==> config.mk <==
export PLATFORM = sky130hd
export DESIGN_NAME = mult_div_unit
export DESIGN_NICKNAME = d
export VERILOG_FILES = /design/src/rtl/mult_div_pkg.sv /design/src/rtl/mult_div_unit_div_restore_step.sv /design/src/rtl/mult_div_unit.sv
export SDC_FILE = /design/constraint.sdc
export NUM_CORES = 1
export LEC_CHECK = 0
export CORE_ASPECT_RATIO = 0.9
export CORE_UTILIZATION = 54
export CTS_CLUSTER_SIZE = 24
export DETAILED_ROUTE_END_ITERATION = 8
export PLACE_DENSITY = 0.79
export SLEW_MARGIN = 30
export SYNTH_ARGS = -nofsm -noshare
export SYNTH_HDL_FRONTEND = slang
export SYNTH_SLANG_ARGS = --single-unit
==> constraint.sdc <==
create_clock -name clk -period 4.25 [get_ports clk]
set_clock_uncertainty 0.15 [all_clocks]
set_input_delay 1.0625 -clock clk [delete_from_list [all_inputs] [get_ports clk]]
set_output_delay 1.0625 -clock clk [all_outputs]
set_load 0.005 [all_outputs]
==> src/rtl/mult_div_pkg.sv <==
// Shared types and constants for the sequential multiply/divide unit.
package mult_div_pkg;

    typedef enum logic [1:0] {
        IDLE   = 2'd0,
        MULT   = 2'd1,
        DIV    = 2'd2,
        FINISH = 2'd3
    } stateT;

    localparam int unsigned WIDTH_DEF = 32;

    // Iteration counter must hold values up to WIDTH-1 with headroom.
    localparam int unsigned CNT_W = $clog2(WIDTH_DEF) + 1;

endpackage

==> src/rtl/mult_div_unit_div_restore_step.sv <==
// One restoring-division step on {remainder, quotient} against a divisor magnitude.
module div_restore_step
    import mult_div_pkg::*;
#(
    parameter int unsigned WIDTH = WIDTH_DEF
) (
    input  logic [WIDTH-1:0] remIn,
    input  logic [WIDTH-1:0] quoIn,
    input  logic [WIDTH-1:0] divisor,
    output logic [WIDTH-1:0] remOut,
    output logic [WIDTH-1:0] quoOut
);

    logic [WIDTH:0] remShift;
    logic [WIDTH:0] diff;

    // Shift in the next dividend bit, trial-subtract, keep the result only when no borrow.
    always_comb begin
        remShift = {remIn, quoIn[WIDTH-1]};
        diff     = remShift - {1'b0, divisor};
        if (!diff[WIDTH]) begin
            remOut = diff[WIDTH-1:0];
            quoOut = {quoIn[WIDTH-2:0], 1'b1};
        end else begin
            remOut = remShift[WIDTH-1:0];
            quoOut = {quoIn[WIDTH-2:0], 1'b0};
        end
    end

endmodule

==> src/rtl/mult_div_unit.sv <==
// Sequential multiply (radix-2 Booth) / restoring divide unit feeding HI/LO.
// Optional MULT_DIV_UNSIGNED_EN adds is_unsigned for MULTU/DIVU behaviour.
module mult_div_unit
    import mult_div_pkg::*;
#(
    parameter int unsigned WIDTH = WIDTH_DEF
) (
    input  logic             clk,
    input  logic             reset,
    input  logic             mult_start,
    input  logic             div_start,
`ifdef MULT_DIV_UNSIGNED_EN
    input  logic             is_unsigned,
`endif
    input  logic [WIDTH-1:0] a_in,
    input  logic [WIDTH-1:0] b_in,
    output logic [WIDTH-1:0] hi_out,
    output logic [WIDTH-1:0] lo_out,
    output logic             busy,
    output logic             done,
    output logic             div_zero
);

    localparam int unsigned CntW = $clog2(WIDTH) + 1;

    stateT            state, stateNext;
    logic [CntW-1:0]  cnt, cntNext;
    logic [WIDTH:0]   workHi, workHiNext;
    logic [WIDTH-1:0] workLo, workLoNext;
    logic             workBit, workBitNext;
    logic [WIDTH-1:0] operand, operandNext;
    logic             opDiv, opDivNext;
    logic             negQuo, negQuoNext;
    logic             negRem, negRemNext;
    logic [WIDTH-1:0] hiNext, loNext;
    logic             busyNext, doneNext, divZeroNext;

    logic             startSigned, aNeg, bNeg;
    logic [WIDTH-1:0] magA, magB;
    logic [WIDTH-1:0] stepRem, stepQuo;
    logic [WIDTH:0]   boothSum, mExt;
    logic [WIDTH:0]   boothHi;
    logic [WIDTH-1:0] boothLo;
    logic             lastIter;

`ifdef MULT_DIV_UNSIGNED_EN
    logic             mulUnsigned, mulUnsignedNext;
    assign startSigned = !is_unsigned;
`else
    assign startSigned = 1'b1;
`endif

    // Operand sign and magnitude for the divider.
    assign aNeg = startSigned & a_in[WIDTH-1];
    assign bNeg = startSigned & b_in[WIDTH-1];
    assign magA = aNeg ? -a_in : a_in;
    assign magB = bNeg ? -b_in : b_in;
    assign lastIter = (cnt == CntW'(WIDTH - 1));

    div_restore_step #(.WIDTH(WIDTH)) uDivStep (
        .remIn  (workHi[WIDTH-1:0]),
        .quoIn  (workLo),
        .divisor(operand),
        .remOut (stepRem),
        .quoOut (stepQuo)
    );

    // One Booth iteration: add/subtract multiplicand, then arithmetic shift right.
    always_comb begin
        mExt     = {operand[WIDTH-1], operand};
        boothSum = workHi;
        case ({workLo[0], workBit})
            2'b01:   boothSum = workHi + mExt;
            2'b10:   boothSum = workHi - mExt;
            default: boothSum = workHi;
        endcase
        boothHi = {boothSum[WIDTH], boothSum[WIDTH:1]};
        boothLo = {boothSum[0], workLo[WIDTH-1:1]};
`ifdef MULT_DIV_UNSIGNED_EN
        if (mulUnsigned) begin
            mExt     = {1'b0, operand};
            boothSum = workHi + (workLo[0] ? mExt : '0);
            boothHi  = {1'b0, boothSum[WIDTH:1]};
            boothLo  = {boothSum[0], workLo[WIDTH-1:1]};
        end
`endif
    end

    // Next-state and next-output logic.
    always_comb begin
        stateNext   = state;
        cntNext     = cnt;
        workHiNext  = workHi;
        workLoNext  = workLo;
        workBitNext = workBit;
        operandNext = operand;
        opDivNext   = opDiv;
        negQuoNext  = negQuo;
        negRemNext  = negRem;
        hiNext      = hi_out;
        loNext      = lo_out;
        busyNext    = busy;
        doneNext    = 1'b0;
        divZeroNext = 1'b0;
`ifdef MULT_DIV_UNSIGNED_EN
        mulUnsignedNext = mulUnsigned;
`endif
        case (state)
            IDLE: begin
                busyNext = 1'b0;
                if (mult_start) begin
                    stateNext   = MULT;
                    cntNext     = '0;
                    workHiNext  = '0;
                    workLoNext  = b_in;
                    workBitNext = 1'b0;
                    operandNext = a_in;
                    opDivNext   = 1'b0;
                    busyNext    = 1'b1;
`ifdef MULT_DIV_UNSIGNED_EN
                    mulUnsignedNext = is_unsigned;
`endif
                end else if (div_start) begin
                    if (b_in == '0) begin
                        divZeroNext = 1'b1;
                    end else begin
                        stateNext   = DIV;
                        cntNext     = '0;
                        workHiNext  = '0;
                        workLoNext  = magA;
                        workBitNext = 1'b0;
                        operandNext = magB;
                        opDivNext   = 1'b1;
                        negQuoNext  = aNeg ^ bNeg;
                        negRemNext  = aNeg;
                        busyNext    = 1'b1;
                    end
                end
            end
            MULT: begin
                workHiNext  = boothHi;
                workLoNext  = boothLo;
                workBitNext = workLo[0];
                cntNext     = cnt + CntW'(1);
                if (lastIter) begin
                    stateNext = FINISH;
                    busyNext  = 1'b0;
                end
            end
            DIV: begin
                workHiNext = {1'b0, stepRem};
                workLoNext = stepQuo;
                cntNext    = cnt + CntW'(1);
                if (lastIter) begin
                    stateNext = FINISH;
                    busyNext  = 1'b0;
                end
            end
            FINISH: begin
                stateNext = IDLE;
                doneNext  = 1'b1;
                if (opDiv) begin
                    loNext = negQuo ? -workLo : workLo;
                    hiNext = negRem ? -workHi[WIDTH-1:0] : workHi[WIDTH-1:0];
                end else begin
                    loNext = workLo;
                    hiNext = workHi[WIDTH-1:0];
                end
            end
            default: begin
                stateNext = IDLE;
                busyNext  = 1'b0;
            end
        endcase
    end

    // State, datapath and output registers with synchronous reset.
    always_ff @(posedge clk) begin
        if (reset) begin
            state    <= IDLE;
            cnt      <= '0;
            workHi   <= '0;
            workLo   <= '0;
            workBit  <= 1'b0;
            operand  <= '0;
            opDiv    <= 1'b0;
            negQuo   <= 1'b0;
            negRem   <= 1'b0;
            hi_out   <= '0;
            lo_out   <= '0;
            busy     <= 1'b0;
            done     <= 1'b0;
            div_zero <= 1'b0;
`ifdef MULT_DIV_UNSIGNED_EN
            mulUnsigned <= 1'b0;
`endif
        end else begin
            state    <= stateNext;
            cnt      <= cntNext;
            workHi   <= workHiNext;
            workLo   <= workLoNext;
            workBit  <= workBitNext;
            operand  <= operandNext;
            opDiv    <= opDivNext;
            negQuo   <= negQuoNext;
            negRem   <= negRemNext;
            hi_out   <= hiNext;
            lo_out   <= loNext;
            busy     <= busyNext;
            done     <= doneNext;
            div_zero <= divZeroNext;
`ifdef MULT_DIV_UNSIGNED_EN
            mulUnsigned <= mulUnsignedNext;
`endif
        end
    end

endmodule

Word level (Yosys, flattened, before mapping)
Index checks and enable logic that the tools add are counted.
W data, S select, Z words.
{ "classes": {"add_sub_neg": 8, "eq_ne": 10, "n_mux": 43, "n_bitwise": 5, "reduce_logical": 15} }
{ "ops": {"columns": ["cell", "n"], "rows": [
  ["$mux W32", 13],
  ["$neg A32 Y32", 4],
  ["$mux W33", 3],
  ["$pmux W33 S3", 1],
  ["$pmux W32 S3", 1],
  ["$pmux W33 S2", 1],
  ["$add A33 B33 Y33", 1],
  ["$sub A33 B32 Y33", 1],
  ["$sub A33 B33 Y33", 1],
  ["$logic_not A32 Y1", 1],
  ["$mux W6", 3],
  ["$reduce_and A3 Y1", 5],
  ["$mux W1", 13],
  ["$pmux W6 S2", 1],
  ["$mux W2", 4],
  ["$add A6 B1 Y6 const B", 1],
  ["$eq A2 B2 Y1 const B", 3],
  ["$eq A6 B5 Y1 const B", 1],
  ["$ne A3 B3 Y1 const B", 2],
  ["$pmux W2 S3", 1],
  ["$reduce_bool A2 Y1", 3],
  ["$eq A2 B1 Y1 const B", 2],
  ["$not A1 Y1", 4],
  ["$pmux W1 S2", 2],
  ["9 further kinds", 9]
]} }
{ "word_totals": {"ff_bits": 176, "output_inout_bits": 67, "elab_cells": 95} }

Logic depth before layout (Yosys ltp)
{ "logic_depth": {"depth_word": 6, "ltp_mapped": 20} }

Hierarchy
A second synthesis with hierarchy kept.
{ "unflattened": {"cells_unflattened": 2100, "hier_area_um2": 15641.3} }
{ "by_module_without_submodules": {"columns": ["mod", "n_inst", "cells_each", "area_each_um2", "seq_area_each_um2"], "rows": [
  ["mult_div_unit", 1, 1764, 13050.0, 3523.4],
  ["div_restore_step", 1, 336, 2591.2, 0.0]
]} }

Worst setup path after synthesis
No wires, ideal clock.
{ "synth_path": {"path_kind": "reg-to-reg", "from": "reg operand[5]", "to": "reg workHi[30]", "setup_ps": 138, "t_arrival_ps": 4187, "t_required_ps": 3962, "slack_ps": -225, "stages_incl_launch_ff": 20, "synth_period_minus_slack_ps": 4475, "path_cell_list": "dfxtp_1 -> nor4_1 -> nand3_1 -> nor3_1 -> nand2_1 -> or2_2 -> nor3_1 -> a31oi_1 -> xnor2_1 -> ha_1 -> clkbuf_1 -> nand3_1 -> nor3_1 -> nand3_1 -> a21o_1 -> a21oi_1 -> a31oi_1 -> a21o_1 -> a222oi_1 -> o211ai_1"} }
{ "synth_via": {"elab_chain_len": 3} }
{ "synth_lines": {"columns": ["item", "line_no", "source"], "rows": [
  ["from (decl)", "mult_div_unit.sv:31", "logic [WIDTH-1:0] operand, operandNext;"],
  ["from (signal assigned)", "mult_div_unit.sv:203", "operand <= operandNext;"],
  ["$sub A33 B33 Y33, or another cell as far along", "mult_div_unit.sv:74", "2'b10: boothSum = workHi - mExt;"],
  ["$pmux W33 S2 or $mux W32 (tied branches)", "mult_div_unit.sv:72, mult_div_unit_div_restore_step.sv:21", null],
  ["$pmux W33 S3 *", "mult_div_unit.sv:108", "case (state)"],
  ["to (signal assigned)", "mult_div_unit.sv:200", "workHi <= workHiNext;"],
  ["to (decl)", "mult_div_unit.sv:28", "logic [WIDTH:0] workHi, workHiNext;"]
]} }
Mark *: on every way between the ends. The rest lies on a longest branch, timed or not.
A chain may end at the register's enable or synchronous reset.

Worst setup path after layout
{ "layout_path": {"from": "in b_in[0]", "to": "reg workHi[26]"} }
{ "layout_via": {"elab_chain_len": 3} }
{ "layout_lines": {"columns": ["item", "line_no", "source"], "rows": [
  ["from (decl)", "mult_div_unit.sv:16", "input logic [WIDTH-1:0] b_in,"],
  ["$logic_not A32 Y1", "mult_div_unit.sv:124", "if (b_in == '0) begin"],
  ["$ne A3 B3 Y1 (no source line)", null, null],
  ["$reduce_and A3 Y1 (no source line)", null, null]
]} }
No other way between the ends.

==> flow_summary.toml <==
[outcome]
status = "finished clean"

[cells_and_area]
layout_common_cells = "nand2_1, buf_4, a21oi_1"
areaGrowthSynthToFinish_pct = 26.7
fill_cells = 2281
fin_cells = 2663
ff_latch_area_sq_um = 3530
n_antenna_cell = 0
mostFrequentLayoutCell = "nand2_1"
drive_gt1_share_pct = 15.9
multi_input_area_sq_um = 11100
fin_nets = 2441
fin_util_pct = 70.2

[run]
drv_cap = 0

[route]
wl_um = 55500
wl_per_cell_um = 20.9
avgViaCountPerCell = 6.40
drc_errors = 0
num_vias = 17035
drtIter0Drc = 1864
firstDrtPassIters = 7
postRouteAntennaNets = 0

[setup_path]
startpoint_type = "primary input"
path_max_fanout = 11
r2r_end = "workHi[16]"
r2r_start = "operand[5]"
rr_worst_depth = 17
crit_start = "b_in[0]"
arrival_ps = 4310
reg2reg_slack_ps = 120
critPathKind = "primary input to flop"
cp-end-kind = "flop"
cp.required_ps = 4430

[cts]
holdBufCountCts = 0
cts.sinks = 176
worstSkewPairLatency_ps = 460
cts_max_level = 4
clock-root-buffer = "clkbuf_16"
cts_buffers = 17
cts_tree = "yes"
clock_path_buffers = 2
clkTransAtPathRegs_ps = 80

[min_path]
hold_start = "workHi[32]"
whs_path_depth = 2
hp-class = "flop to flop"
hold_path_end = "workHi[32]"

[die]
core_sq_um = 27200
die_h_um = 161
initial_core_util_pct = 55.4
die_area_sq_um = 28600
die_x_um = 178
num_rows = 57
num_io_pins = 135

[timing]
tightest_slew_ps = 814
grt_setup_unrepaired = "true"
maxSlewViolCount = 0
finalHoldViolations = 0
timing.final.crit_share_pct = 97.3
slew_headroom_pct = 45.4
setup_ws_ps = 113
setup_viol = 0
fmax_mhz = 242
post-route-min-period_ps = 4140
whs_ps = 324

[synth]
synth.yosys.warnings = 0
synth-seq-cells = 176
synth_nets = 2195
synth_edf_count = 0
synthCells = 2050
async_flop_share_pct = 0
ys_types = 92
netlist_area_sq_um = 15100
syn-mean-instance-area_sq_um = 7.36
synth_seq_area_share_pct = 23.3
synthFlopType = "dfxtp_1"

[place]
port_buffers = 134
hpwl_um = 42500
pre_cts_ws_ps = -228
place.gp.congestion = 1.03
placed_cells = 2621

[power_and_ir_drop]
peakVddDrop_uv = 385
power_leakage_uw = 0.00731
powerDensity_nw_per_um2 = 651
fin_total_pwr_uw = 12500

[global_routing]
antenna_found_initial = 1
grt_pass1_vias = 14913
grt_pass1_wl_um = 83700
grt_use_total_pct = 37.6
grt_max_degree = 98
overflow = 0
-- per-stage QoR --
step	instance area, sq um	TNS (ps)
after CTS	18700	-3.21
after global placement	18100	-4540
after floorplan	15100	0
final	19100	0
after global routing	19100	-264
after detailed placement	18100	-7550
-- critical path, cell delays in order --
cell and delay [ps]:
clkdlybuf4s50_1 430, inv_1 70, ha_1 180, or3b_2 500, nand4b_1 290, o41a_1 560
o21ai_4 220, nor2_1 100, nand2_1 110, nor2_1 200, a222oi_1 470, o21ai_1 120
-- flip-flops by register name (all words and copies together) (netlist names) --
name and flops:
cnt 6, lo_out 32, opDiv 1, state 2, workLo 32, workBit 1, negQuo 1, div_zero 1
workHi 33, hi_out 32, busy 1, done 1, operand 32, negRem 1
-- metal layers --
metal	vias up	GRT usage (%)	routed length [um]
met3	91	12.3	7950
li1	7979	-	-
met4	2	8.17	1130
met5	-	0	17
met2	996	50.5	22000
met1	7967	57.0	24500
-- synthesized netlist by cell type, types with 8 or more instances --
| cell | count | area, sq um |
|---|---|---|
| and3_1 | 14 | 87.6 |
| nor4_1 | 26 | 163 |
| nand3_1 | 60 | 300 |
| o31ai_1 | 23 | 173 |
| xor2_1 | 90 | 788 |
| a31oi_1 | 25 | 156 |
| a311oi_1 | 21 | 184 |
| a21o_1 | 28 | 210 |
| o211ai_1 | 22 | 165 |
| nor3b_1 | 10 | 75.1 |
| a22oi_1 | 12 | 90.1 |
| buf_1 | 12 | 45.0 |
| and2_1 | 14 | 87.6 |
| nand2b_1 | 18 | 113 |
| a222oi_1 | 9 | 90.1 |
| a211oi_1 | 85 | 638 |
| o21ai_1 | 10 | 50.1 |
| or4_1 | 8 | 60.1 |
| a21oi_1 | 187 | 936 |
| nor3_1 | 50 | 250 |
| nor2_1 | 180 | 676 |
| a221o_1 | 9 | 90.1 |
| mux2i_1 | 13 | 130 |
| nor2b_1 | 11 | 68.8 |
| xnor2_1 | 104 | 911 |
| nand2_1 | 237 | 890 |
| a221oi_1 | 22 | 193 |
| nand4_1 | 16 | 100 |
| dfxtp_1 | 176 | 3520 |
| o21a_1 | 8 | 60.1 |
| o21ai_0 | 119 | 596 |
| or3_1 | 26 | 163 |
| clkbuf_1 | 122 | 458 |
| inv_1 | 68 | 255 |
| ha_1 | 75 | 938 |
| o41ai_1 | 11 | 96.3 |
-- what timing repair did --
item / in CTS / in global routing
resized for setup: 9 / 62
setup buffers: 1 / 9
pin swaps: 5 / 37
endpoints found under the setup margin: 7 / 12
-- cells by family (layout without fill, tap and decap cells) --
group           count (synthesis)  in the layout  synth area share (%)
mux                            16             16                  1.09
simple gates                  699            699                  21.9
flops                         176            176                  23.3
fa+ha+maj                      77             77                  6.48
buf+inv                       218            477                  5.80
xor+xnor                      195            195                  11.4
compound gates                669            669                  30.0
-- worst max-delay path by stage --
stage | to
floorplan | workHi[30]
global placement | workHi[27]
detailed placement | workHi[30]
CTS | workHi[32]
global route | workHi[31]
finish | workHi[26]
-- power by group --
part	switching, uW	total, uW	internal, uW
logic	4970	8380	3410
clock network	828	1640	809
registers	445	2440	2000
-- area by class of cell --
| type | count | share of cell area, % |
|---|---|---|
| timing repair buffer | 376 | 17.0 |
| inverter | 69 | 1.35 |
| clock buffer | 18 | 2.30 |
| sequential | 176 | 18.4 |
| clock inverter | 14 | 0.844 |
| multi-input combinational | 1656 | 57.8 |
| tap | 354 | 2.32 |
(Power assumes the default switching activity.)
